===== config.mk =====
export PLATFORM = sky130hd
export DESIGN_NAME = pipe_stage
export DESIGN_NICKNAME = d
export VERILOG_FILES = /design/src/rtl/pipe_stage.sv
export SDC_FILE = /design/constraint.sdc
export NUM_CORES = 1
export LEC_CHECK = 0
export CAP_MARGIN = 15
export CORE_MARGIN = 5
export CORE_UTILIZATION = 49
export DETAILED_ROUTE_END_ITERATION = 10
export PLACE_DENSITY = 0.79
export SLEW_MARGIN = 20
export SYNTH_ARGS = -nofsm -noshare
export SYNTH_HDL_FRONTEND = slang
export SYNTH_SLANG_ARGS = --single-unit

===== constraint.sdc =====
create_clock -name clk -period 1.5 [get_ports clk]
set_input_delay 0.3 -clock clk [delete_from_list [all_inputs] [get_ports clk]]
set_output_delay 0.3 -clock clk [all_outputs]
set_load 0.1 [all_outputs]

===== src/rtl/pipe_stage.sv =====
// pipe_stage: elastic valid/ready pipeline register with optional two-entry skid buffer and synchronous flush.
module pipe_stage #(
    parameter int WIDTH = 32,
    parameter bit SKID  = 1
) (
    input  logic             clk,
    input  logic             reset,
    input  logic             flush,
    input  logic             in_valid,
    output logic             in_ready,
    input  logic [WIDTH-1:0] in_data,
    output logic             out_valid,
    input  logic             out_ready,
    output logic [WIDTH-1:0] out_data,
    output logic [1:0]       count
);
    logic accept, fire;
    assign accept = in_valid && in_ready;
    assign fire   = out_valid && out_ready;
    generate
        if (SKID) begin : g_skid
            logic             skid_valid, ready_q;
            logic [WIDTH-1:0] skid_data;
            // A stalled accept parks in skid; in_ready is a flop so out_ready never reaches it combinationally.
            always_ff @(posedge clk) begin
                if (reset || flush) begin
                    out_valid  <= 1'b0;
                    out_data   <= '0;
                    skid_valid <= 1'b0;
                    skid_data  <= '0;
                    ready_q    <= 1'b1;
                end else if (skid_valid) begin
                    if (out_ready) begin
                        out_data   <= skid_data;
                        skid_valid <= 1'b0;
                        ready_q    <= 1'b1;
                    end
                end else if (accept && out_valid && !out_ready) begin
                    skid_data  <= in_data;
                    skid_valid <= 1'b1;
                    ready_q    <= 1'b0;
                end else if (accept) begin
                    out_data  <= in_data;
                    out_valid <= 1'b1;
                end else if (fire) begin
                    out_valid <= 1'b0;
                end
            end
            assign in_ready = ready_q;
            assign count    = skid_valid ? 2'd2 : {1'b0, out_valid};
        end else begin : g_reg
            always_ff @(posedge clk) begin
                if (reset || flush) begin
                    out_valid <= 1'b0;
                    out_data  <= '0;
                end else if (accept) begin
                    out_data  <= in_data;
                    out_valid <= 1'b1;
                end else if (fire) begin
                    out_valid <= 1'b0;
                end
            end
            assign in_ready = !out_valid || out_ready;
            assign count    = {1'b0, out_valid};
        end
    endgenerate
endmodule

# Word-level counts from Yosys, hierarchy flattened
# Cells that the tools add are included.
word_totals:
  reg_bits: 67
  in_bits: 37
  out_inout_bits: 36
  elab_cells: 35
op_classes:
  n_eq_ne: 2
  mux: 13
  bitwise_logic: 2
  reduce_logical: 13
op_table:
  columns: ["op", "n"]
  rows:
  - ["32-bit 2-to-1 mux", 4]
  - ["1-bit 2-to-1 mux", 8]
  - ["3-bit AND reduction", 2]
  - ["2-bit nonzero test", 3]
  - ["1-bit logical AND", 4]
  - ["2-bit inequality test (second input constant)", 2]
  - ["2-bit AND reduction", 2]
  - ["2-bit 2-to-1 mux", 1]
  - ["1-bit inverter", 2]
  - ["1-bit logical NOT", 1]
  - ["1-bit logical OR", 1]

# Longest topological paths before layout
# Gate-level depths: netlist of run 1.
depth:
  ltp_word: 5
  ltp_mapped: 6

# Least setup slack after synthesis of run 1
# Ideal clock, no wire load.
synth_path:
  kind: "flip-flop to output port"
  startpoint: "register out_valid"
  endpoint: "output port count[0]"
  arrival_ps: 2491
  required_ps: 1200
  setup_slack_ps: -1291
  stages_incl_launch_ff: 2
  path_cell_list: "dfxtp_1 nor2b_1"
synth_via:
  elab_chain_cells: 1
synth_rtl:
  columns: ["item", "line_no", "rtl"]
  rows:
  - ["start: declaration", "12", "output logic out_valid,"]
  - ["start signal: assignment", "27", "out_valid <= 1'b0;"]
  - ["start signal: assignment", "44", "out_valid <= 1'b1;"]
  - ["start signal: assignment", "46", "out_valid <= 1'b0;"]
  - ["2-bit 2-to-1 mux", "50", "assign count = skid_valid ? 2'd2 : {1'b0, out_valid};"]
  - ["end: declaration", "15", "output logic [1:0] count"]
# No other way between the ends.

# Final worst setup path of run 1
layout_path:
  startpoint: "register g_skid.skid_valid"
  endpoint: "output port count[0]"
layout_via:
  elab_chain_cells: 1
layout_rtl:
  columns: ["item", "line_no", "rtl"]
  rows:
  - ["start: declaration", "22", "logic skid_valid, ready_q;"]
  - ["start signal: assignment", "29", "skid_valid <= 1'b0;"]
  - ["start signal: assignment", "35", "skid_valid <= 1'b0;"]
  - ["start signal: assignment", "40", "skid_valid <= 1'b1;"]
  - ["2-bit 2-to-1 mux", "50", null]
# No other way between the ends.

==> flow_summary.toml, run 1 <==
[detailed_routing]
avgViaCountPerCell = 5.84
routed-via-count = 2710
drtAntennaViolNets = 0
routedWlPerCell_um = 17.9
drtIter0Drc = 135
drt_pre_antenna_iters = 4
drc = 0
drt_wl_total_mm = 8.29

[clock_tree]
path_clk_slew_ns = 0.07
clockBufferDepth = 2
cts_sinks = 67
cts_hold_buf = 0
root_buffer = "clkbuf_8"
cts_tree = "done"
htreeDepth = 3
clk_latency_ns = 0.35
numCtsBuffers = 9

[floorplanning]
dieArea_um2 = 7830
ios = 73
coreArea_um2 = 5960
die_height_um = 88.5
die_w_um = 88.5
initial_utilization_pct = 50.7
rows = 28

[worst_setup_path]
path_buf_inv = 2
worstPathRequired_ns = 1.20
start_kind = "register"
crit_family = "flip-flops"
path_cells = "buf_6 > nor2b_4 > buf_12"
rr_startpoint = "g_skid.skid_valid"
worstPathArrival_ns = 1.15
cp_slowest_cell = "dfxtp_4"
end_kind = "output pin"
max_stage_delay_ns = 0.36
crit_type = "reg -> out"
startpoint = "g_skid.skid_valid"
crit_path_max_fanout = 4

[final_layout]
n_antenna_cell = 0
nets = 422
instances_no_fill = 464
fill_cells = 414
multi_input_area_um2 = 1470
final_cell_area_um2 = 4460
final_core_util_pct = 74.8
area_delta_synth_final_pct = 47.6
ff_latch_area_um2 = 1350
drive_gt1_share_pct = 29.0

[global_route]
grt_pass1_wl_mm = 13.3
grt_usage_pct = 22.0
grt_max_degree = 34
grt_pass1_vias = 2724
overflow = 0
antenna_found_initial = 0

[sta]
final.period_utilization_pct = 96.7
fin_crit_ns = 1.45
relSlewSlack_pct = 85.0
fin_skew_ns = 0.00829
tns_ns = 0
hold_violations = 0
rsz0062_at_grt = "no"
finalSetupViolCount = 0
fmax_ghz = 0.690
worst_pin_slew_ns = 0.218
maxSlewViolCount = 0

[logic_synthesis]
ys_async_sr_fraction_pct = 0
synth_area_leader_cell = "dfxtp_1"
yosysWarnings = 0
synth_area_um2 = 3020
ys_seq_area_share_pct = 44.4
synth_ff_type = "dfxtp_1"
synth_cells = 312
synth_commonest_cells = "dfxtp_1 (67), a21oi_1 (66), o21ai_0 (34)"
yosysMostFrequentCell = "dfxtp_1"
ys_top_cells_by_area = "dfxtp_1 (44%), a211oi_2 (12%), a21oi_1 (11%)"
ys_ff_latch = 67
yosysTopAreaCellShare_pct = 44.4
synth_nets = 349
synth.distinct_cells = 24
synth_edf_count = 0
synth_area_per_cell_um2 = 9.67

[pwr]
p_leak_uw = 0.00150
power_frac_comb_pct = 22.4
switchingPower_uw = 1300
power_uw = 4280
vdd_drop_max_mv = 0.567
p_clk_share_pct = 33.8
p_int_uw = 2980
seqPwrFrac_pct = 43.8
swShare_pct = 30.3
power_density_nw_per_um2 = 960

[placement]
hpwl_mm = 5.72
gp_congestion = 0.775
dpl.cell_count = 448
postPlaceCellArea_um2 = 4240
port_buffers = 72

[min_path]
hold_path_startpoint = "g_skid.skid_data[22]"
hp-class = "reg -> reg"

[flow_run]
cap_violations = 0

[status]
status = "finished clean"
## final timing paths
| check | slack [ns] | endpoint | cells after the start |
|---|---|---|---|
| max reg2reg | 0.07 | g_skid.skid_data[13] | 5 |
| max | 0.05 | count[0] | 3 |
| min reg2reg | 0.48 | g_skid.skid_data[22] | 2 |
| min | 0.48 | g_skid.skid_data[22] | 2 |
## through the flow
step / setup slack (ns) / hold WS [ns]
floorplan: 0.0151 / 0.448
CTS: 0.00615 / 0.477
detailed placement: -0.255 / 0.464
global placement: -0.155 / 0.457
global route: 0.00447 / 0.503
finish: 0.0500 / 0.476
## routing by layer
| metal | vias to the layer above | GRT usage [%] | share of wire (%) |
|---|---|---|---|
| met2 | 90 | 36.2 | 49 |
| li1 | 1301 | - | - |
| met1 | 1309 | 28.0 | 43 |
| met3 | 10 | 6.80 | 6.9 |
| met4 | 0 | 6.18 | 1.0 |
| met5 | - | 0 | 0 |
## kinds of logic after synthesis
group	synth area share (%)
AOI/OAI and AO/OA	30.6
muxes	10.6
DFF	44.4
buffers and inverters	7.26
and+or+nand+nor	7.09
## flip-flops by register name (all words and copies together), names as in the netlist
signal             flops
g_skid.skid_valid      1
g_skid.skid_data      32
out_valid              1
in_ready               1
out_data              32
## area by class of cell
type | count | share of cell area [%]
flip-flops and latches | 67 | 30.4
repair buffers | 99 | 30.3
inverters | 1 | 0.0842
clock inverters | 1 | 0.112
clock buffers | 14 | 4.13
multi-input cells | 207 | 32.9
well taps | 75 | 2.11
## cell usage in the layout (no fill, tap or decap), types with 3 or more instances in the layout
cell type	synthesis	final
a211oi_2	30	30
dfxtp_4	0	3
mux2i_1	32	32
dfxtp_1	67	64
o21ai_0	34	32
buf_12	0	40
clkdlybuf4s50_1	0	36
a21oi_1	66	66
buf_4	3	20
clkbuf_8	0	11
nand3_1	32	32
## tightest hold or removal path: stages (launching register included)
cell and delay [ns]:
dfxtp_1 0.31, o21ai_0 0.06, a21oi_1 0.06
## repair_timing
item / in CTS / in global routing
endpoints found under the setup margin: 2 / 6
gates resized for setup: 3 / 5
pin swaps: 0 / 1
buffers inserted: 1 / 0
## power groups by stage
stage                     Combinational [µW]  Clock [µW]  Sequential (µW)
after CTS                                955        1450             1870
after global routing                     997        1530             1880
after detailed placement                 952           0             1920
final                                    957        1450             1880
after floorplan                          281           0             2190
after global placement                   935           0             1920
Power figures use the tool's default switching activity.
==> inputs of run 2 (changes only) <==
- GPL_TIMING_DRIVEN: not set -> 0
- HOLD_SLACK_MARGIN: not set -> 0.02
==> flow_summary.toml, run 2 (synthesized netlist as in run 1, its figures left out) <==
[floorplanning]
rows = 28
initial_utilization_pct = 50.7
coreArea_um2 = 5960
die_height_um = 88.5
die_w_um = 88.5
dieArea_um2 = 7830
ios = 73

[worst_setup_path]
reg2reg_depth = 4
end_kind = "register"
crit_family = "buffers and inverters"
start_kind = "input pin"
max_stage_delay_ns = 0.57
rr_startpoint = "out_valid"
worstPathArrival_ns = 1.68
rr_endpoint = "out_data[15]"
path_common_cell = "buf_6"
crit_path_max_fanout = 10
path_cells = "clkdlybuf4s50_1 > a21o_1 > and2_1 > buf_6 > buf_6 > a211oi_2"
worstPathRequired_ns = 1.70
r2r_slack_ns = 0.13
path_buf_inv = 3
cp_slowest_cell = "clkdlybuf4s50_1"
crit_type = "in -> reg"

[global_route]
grt_usage_pct = 20.5
antenna_found_initial = 0
grt_pass1_wl_mm = 12.5
grt_max_degree = 20
grt_pass1_vias = 2638
overflow = 0

[clock_tree]
clk_latency_ns = 0.35
path_clk_slew_ns = 0.07
numCtsBuffers = 9
cts_sinks = 67
htreeDepth = 3
cts_tree = "done"
root_buffer = "clkbuf_8"
clockBufferDepth = 2

[detailed_routing]
drt_pre_antenna_iters = 4
avgViaCountPerCell = 5.74
routed-via-count = 2759
drc = 0
drtAntennaViolNets = 0
routedWlPerCell_um = 16.6
drt_wl_total_mm = 8.00
drtIter0Drc = 211

[final_layout]
layout_common_cells = "a21oi_1 (66), dfxtp_1 (64), buf_2 (42)"
drive_gt1_share_pct = 30.0
area_delta_synth_final_pct = 33.0
instances_no_fill = 481
fill_cells = 498
nets = 438
reg.largest.list = "g_skid.skid_data: 32 flops, out_data: 32 flops"
n_antenna_cell = 0
final_common_cell = "a21oi_1"
final_core_util_pct = 67.4

[pwr]
vdd_drop_max_mv = 0.714
power_uw = 4420
power_density_nw_per_um2 = 1100
p_leak_uw = 0.00143

[sta]
fin_crit_ns = 1.48
tns_ns = 0
hold_violations = 0
rsz0062_at_grt = "yes"
final.period_utilization_pct = 98.9
maxSlewViolCount = 0
worst_pin_slew_ns = 0.715
fmax_ghz = 0.674
fin_hold_ws_ns = 0.363
relSlewSlack_pct = 52.3
finalSetupViolCount = 0
fin_skew_ns = 0.00691

[min_path]
min_to = "g_skid.skid_data[2]"
hold_path_startpoint = "out_ready"
hp-class = "in -> reg"
worstHoldPathCells = 3

[placement]
dpl.cell_count = 458
port_buffers = 71
hpwl_mm = 5.51
gp_congestion = 0.795

[flow_run]
cap_violations = 0

[status]
status = "finished clean"
-- run 2: cell types whose count changed in the layout (fill, tap and decap cells not counted), sizes merged --
cell / before / now
clkbuf: 14 / 30
buf: 63 / 62
clkinv: 1 / 2
bufinv: 0 / 2
clkdlybuf4s50: 36 / 35
-- run 2: worst max-delay path by stage --
| stage | endpoint | slack (ns) | start | cells after the start |
|---|---|---|---|---|
| floorplan | count[0] | 0.02 | g_skid.skid_valid | 3 |
| global placement | count[0] | -0.76 | g_skid.skid_valid | 4 |
| detailed placement | count[0] | -0.79 | g_skid.skid_valid | 4 |
| CTS | count[0] | -0.01 | g_skid.skid_valid | 3 |
| global route | g_skid.skid_data[15] | -0.02 | in_valid | 5 |
| finish | out_data[24] | 0.02 | in_valid | 6 |
-- run 2: repair_timing --
action,in CTS,in global routing
setup buffers,0,7
endpoints found under the setup margin,56,49
hold endpoints to repair,0,0
pin swaps,0,2
hold buffers,0,0
gates cloned,0,1
resized for setup,192,16
-- run 2: final cells by class --
type | count | area (µm²) | area share, %
flip-flops and latches | 67 | 1350 | 33.7
well taps | 75 | 93.8 | 2.34
inverters | 1 | 3.75 | 0.0935
clock buffers | 12 | 166 | 4.15
plain buffers | 36 | 236 | 5.89
clock inverters | 4 | 70.1 | 1.75
multi-input cells | 207 | 1470 | 36.5
repair buffers | 79 | 626 | 15.6
-- run 2: layer usage --
metal	track usage [%]	up-vias	share of wire, %
met2	33.8	94	48
met5	0	-	0
met1	26.1	1322	44
li1	-	1333	-
met4	5.22	0	0.91
met3	6.42	10	7.0
-- run 2: where the power goes --
group | switching (µW) | total, µW | internal, µW
Clock | 681 | 1760 | 1080
Sequential | 26.5 | 1850 | 1820
Combinational | 576 | 814 | 239
Total | 1280 | 4420 | 3140
-- run 2: tightest hold or removal path: cells and delay by family --
family	cells	cell delay [ns]
compound gates	2	0.23
buf+inv	1	0.14
-- run 2: stage by stage --
step	setup slack (ns)	cell area, µm²
2_1_floorplan	0.0151	3030
3_3_place_gp	-0.758	3840
3_5_place_dp	-0.786	3840
4_1_cts	-0.0103	3920
5_1_grt	-0.0214	4010
6_report	0.0158	4010
==> inputs of run 3 (changes only) <==
- CTS_CLUSTER_DIAMETER: not set -> 80
- PLACE_DENSITY: 0.79 -> 0.89
==> flow_summary.toml, run 3 (synthesized netlist as in run 1, its figures left out) <==
[sta]
fin_skew_ns = 0.00857
relSlewSlack_pct = 51.1
hold_violations = 0
final.period_utilization_pct = 99.5
maxSlewViolCount = 0
fin_crit_ns = 1.49
rsz0062_at_grt = "yes"
fin_hold_ws_ns = 0.355
fmax_ghz = 0.670
worst_pin_slew_ns = 0.734
finalSetupViolCount = 0

[detailed_routing]
drtAntennaViolNets = 0
drt_wl_total_mm = 8.17
drc = 0
routedWlPerCell_um = 17.1
avgViaCountPerCell = 5.79
drt_pre_antenna_iters = 4
drtIter0Drc = 229
routed-via-count = 2768

[global_route]
overflow = 0
antenna_found_initial = 0
grt_usage_pct = 20.5
grt_max_degree = 20
grt_pass1_vias = 2648
grt_pass1_wl_mm = 12.4

[floorplanning]
initial_utilization_pct = 50.7
rows = 28
coreArea_um2 = 5960
ios = 73
die_height_um = 88.5
die_w_um = 88.5
dieArea_um2 = 7830

[worst_setup_path]
start_kind = "input pin"
path_buf_inv = 3
cp_slowest_cell = "clkbuf_1"
end_kind = "register"
crit_type = "in -> reg"
crit_family = "buffers and inverters"
cp_num_cells = 5
worstPathRequired_ns = 1.70
crit_path_max_fanout = 10
path_cells = "clkdlybuf4s50_1 > or2_2 > clkbuf_1 > clkbuf_1 > a211oi_2"
worstPathArrival_ns = 1.69
max_stage_delay_ns = 0.59
path_common_cell = "clkbuf_1"
reg2reg_depth = 4

[final_layout]
multi_input_area_um2 = 1470
fill_cells = 495
final_common_cell = "a21oi_1"
nets = 437
instances_no_fill = 478
drive_gt1_share_pct = 29.3
reg.largest.list = "g_skid.skid_data: 32 flops, out_data: 32 flops"
layout_common_cells = "a21oi_1 (66), dfxtp_1 (64), buf_2 (40)"
ff_latch_area_um2 = 1350
n_antenna_cell = 0
final_cell_area_um2 = 3920
area_delta_synth_final_pct = 29.9

[placement]
dpl.cell_count = 458
gp_congestion = 0.751
hpwl_mm = 5.61
port_buffers = 71
postPlaceCellArea_um2 = 3840

[clock_tree]
htreeDepth = 3
numCtsBuffers = 9
root_buffer = "clkbuf_8"
clockBufferDepth = 2
clk_latency_ns = 0.35
cts_sinks = 67
path_clk_slew_ns = 0.06
cts_tree = "done"

[min_path]
hp-class = "in -> reg"
worstHoldPathCells = 3

[pwr]
power_uw = 3930
power_density_nw_per_um2 = 1000
p_leak_uw = 0.00139
vdd_drop_max_mv = 0.517

[status]
status = "finished clean"

[flow_run]
cap_violations = 0
-- run 3: layer usage --
metal  track usage, %  wire [µm]  vias to the layer above
met2             33.1       3860                      109
met3             5.96        657                       13
met1             25.8       3540                     1317
met4             7.97        116                        0
li1                 -          -                     1329
met5                0          0                        -
-- run 3: path summary, 6_finish.rpt --
check,start,to,slack [ns]
max,flush,out_data[13],0.007
min,out_ready,g_skid.skid_data[1],0.36
max reg2reg,g_skid.skid_valid,g_skid.skid_data[16],0.11
min reg2reg,g_skid.skid_data[17],g_skid.skid_data[17],0.48
-- run 3: metrics by stage --
stage	setup TNS (ns)	utilization, %	worst slack, ns
final	0	65.8	0.00696
after global routing	-0.305	65.8	-0.0456
after CTS	-0.00917	64.3	-0.00917
after detailed placement	-31.79	64.4	-0.769
after global placement	-28.54	64.4	-0.771
after floorplan	0	-	0.0151
-- run 3: repair_timing --
action | 4_1_cts | 5_1_grt
endpoints found under the hold margin | 0 | 0
hold buffers | 0 | 0
gates resized for setup | 190 | 29
buffers inserted | 0 | 7
endpoints found under the setup margin | 56 | 63
-- run 3: tightest hold or removal path, stage by stage --
cell and delay (ns):
buf_4 0.14, o21ai_0 0.09, a21oi_1 0.12
-- run 3: area by class of cell --
cell class,instances,area share (%)
plain buffers,36,6.13
inverters,1,0.0957
repair buffers,78,15.4
well taps,75,2.39
clock buffers,14,3.89
multi-input cells,207,37.6
flip-flops and latches,67,34.5
-- run 3: report_power, final --
group | switching, µW | internal (µW)
Combinational | 580 | 241
Sequential | 26.5 | 1820
Clock | 634 | 630
Total | 1240 | 2690
